**config.mk**
```make
export PLATFORM = sky130hd
export DESIGN_NAME = reg_file_32x32
export DESIGN_NICKNAME = d
export VERILOG_FILES = /design/src/rtl/reg_file_32x32.sv
export SDC_FILE = /design/constraint.sdc
export NUM_CORES = 2
export LEC_CHECK = 0
export CAP_MARGIN = 20
export CELL_PAD_IN_SITES_DETAIL_PLACEMENT = 0
export CELL_PAD_IN_SITES_GLOBAL_PLACEMENT = 2
export CORE_MARGIN = 4
export CORE_UTILIZATION = 43
export DETAILED_ROUTE_END_ITERATION = 10
export HOLD_SLACK_MARGIN = 0.1
export PLACE_DENSITY = 0.88
export SYNTH_ARGS = -nofsm -noshare
export SYNTH_HDL_FRONTEND = slang
export SYNTH_SLANG_ARGS = --single-unit
```
**constraint.sdc**
```tcl
create_clock -name Clk_40 -period 7.4 [get_ports Clk_40]
set_input_delay 1.85 -clock Clk_40 [delete_from_list [all_inputs] [get_ports Clk_40]]
set_output_delay 1.85 -clock Clk_40 [all_outputs]
set_load 0.01 [all_outputs]
```
**src/rtl/reg_file_32x32.sv**
```systemverilog
// MIPS architectural register file: two combinational read ports with
// same-cycle write bypass, one synchronous write port, raw debug read.
module reg_file_32x32 #(
    parameter int DATA_W = 32,
    parameter int ADDR_W = 5
) (
    input  logic              Clk_40,
    input  logic              Rst_n_40,
    input  logic              RegWrite_40,
    input  logic [ADDR_W-1:0] WriteReg_40,
    input  logic [DATA_W-1:0] WriteData_40,
    input  logic [ADDR_W-1:0] ReadReg1_40,
    input  logic [ADDR_W-1:0] ReadReg2_40,
    output logic [DATA_W-1:0] ReadData1_40,
    output logic [DATA_W-1:0] ReadData2_40,
    input  logic [ADDR_W-1:0] DbgAddr_40,
    output logic [DATA_W-1:0] DbgData_40
);
    localparam int DEPTH = 2 ** ADDR_W;

    logic [DATA_W-1:0] regs_q [DEPTH];
    logic [DATA_W-1:0] regs_d [DEPTH];
    logic              wr_en;

    // r0 is never a write target, so it stays at its reset value of zero.
    assign wr_en = RegWrite_40 && (WriteReg_40 != '0);

    always_comb begin
        regs_d = regs_q;
        if (wr_en) begin
            regs_d[WriteReg_40] = WriteData_40;
        end
    end

    always_ff @(posedge Clk_40) begin
        if (!Rst_n_40) begin
            for (int i = 0; i < DEPTH; i++) begin
                regs_q[i] <= '0;
            end
        end else begin
            regs_q <= regs_d;
        end
    end

    // Both read ports share one structure; index 0 is port 1, index 1 is port 2.
    logic [ADDR_W-1:0] rd_addr [2];
    logic [DATA_W-1:0] rd_data [2];

    assign rd_addr[0]   = ReadReg1_40;
    assign rd_addr[1]   = ReadReg2_40;
    assign ReadData1_40 = rd_data[0];
    assign ReadData2_40 = rd_data[1];

    genvar gi;
    generate
        for (gi = 0; gi < 2; gi++) begin : g_rd_port
            always_comb begin
                rd_data[gi] = '0;
                if (!Rst_n_40 || (rd_addr[gi] == '0)) begin
                    rd_data[gi] = '0;
                end else if (RegWrite_40 && (WriteReg_40 == rd_addr[gi])) begin
                    rd_data[gi] = WriteData_40;
                end else begin
                    rd_data[gi] = regs_q[rd_addr[gi]];
                end
            end
        end
    endgenerate

    // Debug view shows stored contents only: no reset gating, no bypass.
    assign DbgData_40 = (DbgAddr_40 == '0) ? '0 : regs_q[DbgAddr_40];

endmodule
```
Word level (Yosys, flattened, before mapping)
Cells that the tools add are included.
- magnitude comparators: 5
- equality and inequality tests: 2
- mux-type cells: 17
- bitwise operators: 4
- reduce and logical (&&, ||, !) cells: 11
- operator list (operator ; count):
    $bwmux 1024 ; 1
    $bmux 32 s5 ; 3
    $mux 32 ; 12
    $demux 32 s5 ; 1
    $ge 6x6->1 const B ; 4
    $not 5->6 ; 4
    $logic_not 5->1 ; 3
    $eq 5x5->1 ; 2
    $lt 6x1->1 const B ; 1
    $reduce_bool 5->1 ; 1
    $logic_and 1x1->1 ; 4
    $logic_or 1x1->1 ; 2
    $logic_not 1->1 ; 1
- register bits: 1024
- output and inout bits: 96
- logic and storage cells: 71

Logic depth before layout (Yosys ltp)
- depth after elaboration: 6
- gate-level depth with buffers: 9
- depth with buffers taken out: 5

Least setup slack after synthesis
No wires, ideal clock.
- path type: in2out
- start point: in ReadReg1_40[1]
- end point: out ReadData1_40[0]
- arrival: 3.554 ns
- required time: 5.550 ns
- path slack: 1.996 ns
- stages: 8
- path buffers: 4
- path through: buf_2 > buf_6 > buf_6 > buf_1 > mux4_2 > a22oi_1 > o21ai_1 > a221o_1
- longest elaborated chain between the ends: 6
- elaborated cells on any way between the ends: 10
- ends and longest elaborated chain (what ; RTL line ; RTL):
    from (decl) ; 12 ; input logic [ADDR_W-1:0] ReadReg1_40,
    $not 5->6 (implied by the code) ; 64 ; rd_data[gi] = regs_q[rd_addr[gi]];
    $bmux 32 s5 ; 64 ;
    $mux 32 (implied by the code) (2 in series) ; 64 ;
    $mux 32 ; 61 ; end else if (RegWrite_40 && (WriteReg_40 == rd_addr[gi])) begin
    $mux 32 (*) ; 59 ; if (!Rst_n_40 || (rd_addr[gi] == '0)) begin
    to (decl) ; 14 ; output logic [DATA_W-1:0] ReadData1_40,
Mark *: on every way between the ends. The rest lies on a longest branch, timed or not. The select of a mux whose other input is x is not followed.

Final worst setup path
- start point: in WriteReg_40[3]
- end point: out ReadData1_40[14]
- longest elaborated chain between the ends: 4
- ends and longest elaborated chain (what ; RTL line ; RTL):
    from (decl) ; 10 ; input logic [ADDR_W-1:0] WriteReg_40,
    $eq 5x5->1 ; 61 ;
    $logic_and 1x1->1 ; 61 ;
    $mux 32 ; 61 ;
    $mux 32 ; 59 ;
Every way passes these cells.

==> summary.txt <==
TritonCTS clock tree: done
CP Data Required Time: 5.55 ns
Mapped Cells: 6655
syn avg cell area: 9.146 um^2
worst-path maximum fanout: 15
number of synthesis warnings: 0
crit path cell chain: clkdlybuf4s50_1 > xnor2_1 > nand4_1 > o21ai_4 > a211oi_1 > buf_4 > a221o_1 > clkdlybuf4s50_1
CTS resizes: 0
share of flip-flops with an asynchronous set or reset: 0%
Die Wd: 384.2 um
total die area: 0.1476 mm^2
worst hold slack: 0.4784 ns
Starting Density: 43.46%
Die Ht: 384.2 um
Critical Path Max Stage Delay: 0.94 ns
max reg flops: 1024
# rows: 137
worst slack at placement: 0.4099 ns
status: complete, no violations
XOR/XNOR share of the synthesized area: 0.1439%
core area: 0.1400 mm^2
Arr. time, crit path: 5.38 ns
io pins: 151
Core Util, Final: 48.74%
most flop-heavy register: regs_q
final-stage net count: 6510
slew of the pin with the lowest slew margin: 1.204 ns
Max Buffers Root-to-Sink: 3
final std cell area, no fill: 0.06825 mm^2
Worst setup EP type: output pin
Seq/Total Area, Yosys: 33.68%
post-synth net total: 6710
detailed-route via count: 57232
layout cells sized above 1: 18.90%
final hold vios: 0
Final Max Slew Viols: 0
IO buf count: 150
HP Class: reg -> reg
Yosys cell types: 46
area of placed instances: 0.06432 mm^2
CTS Sinks: 1024
worst setup path category: in -> out
crit share post-route: 97.70%
Largest regs: regs_q x1024
post-synth top area share: 33.68%
# setup viols final: 0
Clock Latency Late Sink: 0.74 ns
compound-cell area share of the yosys netlist: 14.49%
most common cell in the synthesized netlist: nand2_1
WL per Instance: 34.09 um
final worst slack: 0.1699 ns
largest family of logic cells by synthesized area: multiplexers
Post-synth EDFFs: 0
post-route DRC violation count: 0
Post-Synth Adder-Cell Area: 0%
Max Clock Skew: 0 ns
initial antenna violation count: 26
P_leak: 21.91 nW
flop-to-flop setup slack: 6.64 ns
Synth Area in Simple Gates: 15.00%
CTS HTree Levels: 3
post-synthesis mux area share: 30.82%
Vias/cell: 6.783
area growth from synthesis to layout: 12.13%
fin crit period: 7.230 ns
Post-synth top cells: 2075 x nand2_1, 1024 x dfxtp_1, 1023 x a21oi_1, 685 x mux4_2, 496 x clkbuf_1
global-route wire length before repair: 401000 um
synthesized area: 0.06087 mm^2
GR Overflow Total: 0
synth top area cells: dfxtp_1 34%, mux4_2 25%, nand2_1 13%
Post-Route Setup TNS: 0 ns
largest area contributor in the netlist: dfxtp_1
top_reg_cell synth: dfxtp_1
Worst path slowest cell: o21ai_4
number of CTS-inserted buffers: 116
pin count of the biggest net entering global routing: 214
Detailed Routing Iterations Pass 1: 6
Worst-path clk slew: 0.06 ns
post-synthesis register bit count: 1024
total power per unit cell area: 192.2 mW/mm^2
Root Buffer Master: clkbuf_16
Max Cap Viol: 0
cts hold-fix bufs: 0
vias in the first global route: 52901
Final Wtd Congestion: 0.9412
relative max-transition margin: 19.19%
dpl hpwl: 178700 um
Post-CTS Setup Bufs: 0
Max IR drop VDD: 0.1598 mV
final WL: 287600 um
Highest Clock Rate: 138.3 MHz
drt first-iter violations: 9241
Total Routing Usage GR: 37.84%
cell repeated most along the worst path: clkdlybuf4s50_1
Worst setup SP type: primary input
RSZ-0062 raised after global routing: no
post-route antenna net violation count: 0
[metrics by stage]
| step | total power, mW | cells |
|---|---|---|
| detailed placement | 7.201 | 8210 |
| global route | 13.37 | 8431 |
| floorplan | 6.600 | 6655 |
| finish | 13.12 | 8437 |
| CTS | 13.07 | 8423 |
| global placement | 7.192 | 8205 |
[layout make-up]
class | instances | area [um^2]
Antenna cell | 11 | 27.53
Clock buffer | 183 | 3517
Clock inverter | 30 | 330.3
Fill cell | 12915 | 71790
Inverter | 38 | 151.4
Multi-Input combinational cell | 4846 | 37170
Sequential cell | 1024 | 20500
Tap cell | 1876 | 2347
Timing Repair Buffer | 429 | 4208
[final timing paths]
kind                                  from                        to  cells past startpoint
setup / recovery            WriteReg_40[3]          ReadData1_40[14]                      8
hold / removal    regs_q[553]$_SDFFE_PN0P_  regs_q[553]$_SDFFE_PN0P_                      2
setup reg to reg  regs_q[641]$_SDFFE_PN0P_  regs_q[641]$_SDFFE_PN0P_                      2
hold reg to reg   regs_q[553]$_SDFFE_PN0P_  regs_q[553]$_SDFFE_PN0P_                      2
[layer usage]
| layer | global-route usage, % | wire [um] | part of all wire, % | vias to the layer above |
|---|---|---|---|---|
| li1 | - | - | - | 23610 |
| met1 | 49.33 | 106200 | 37 | 28180 |
| met2 | 53.43 | 119400 | 42 | 4430 |
| met3 | 14.01 | 41610 | 14 | 996 |
| met4 | 22.52 | 20360 | 7.1 | 16 |
| met5 | 0 | 92 | 0.032 | - |
[layout by cell type, fill, tap and decap left out, drive strengths merged, types with 69 or more instances in the layout]
cell,count
nand2,2075
dfxtp,1024
a21oi,1023
mux4,685
mux2i,333
buf,293
clkbuf,183
a221oi,147
clkdlybuf4s50,136
o21ai,87
a211oi,72
nor2,69
[worst max-delay path: cells and delay by family]
kind,cells,cell delay [ns]
AO/OA/AOI/OAI,3,1.54
buffers and inverters,3,1.57
AND/OR/NAND/NOR,1,0.20
XOR/XNOR,1,0.19
[where the power goes]
part / switching [mW] / total [mW] / internal, mW
Clock: 2.57 / 5.98 / 3.41
Combinational: 1.05 / 1.55 / 0.501
Sequential: 0.0392 / 5.59 / 5.55
Total: 3.65 / 13.1 / 9.47
[logic make-up (layout without fill, tap and decap cells)]
family,count (synthesis),in the layout
flops,1024,1024
xor+xnor,10,10
buf+inv,785,680
other cells,0,11
simple gates,2318,2318
compound gates,1500,1500
mux,1018,1018
Note: power is estimated with default switching activity, not from simulation.
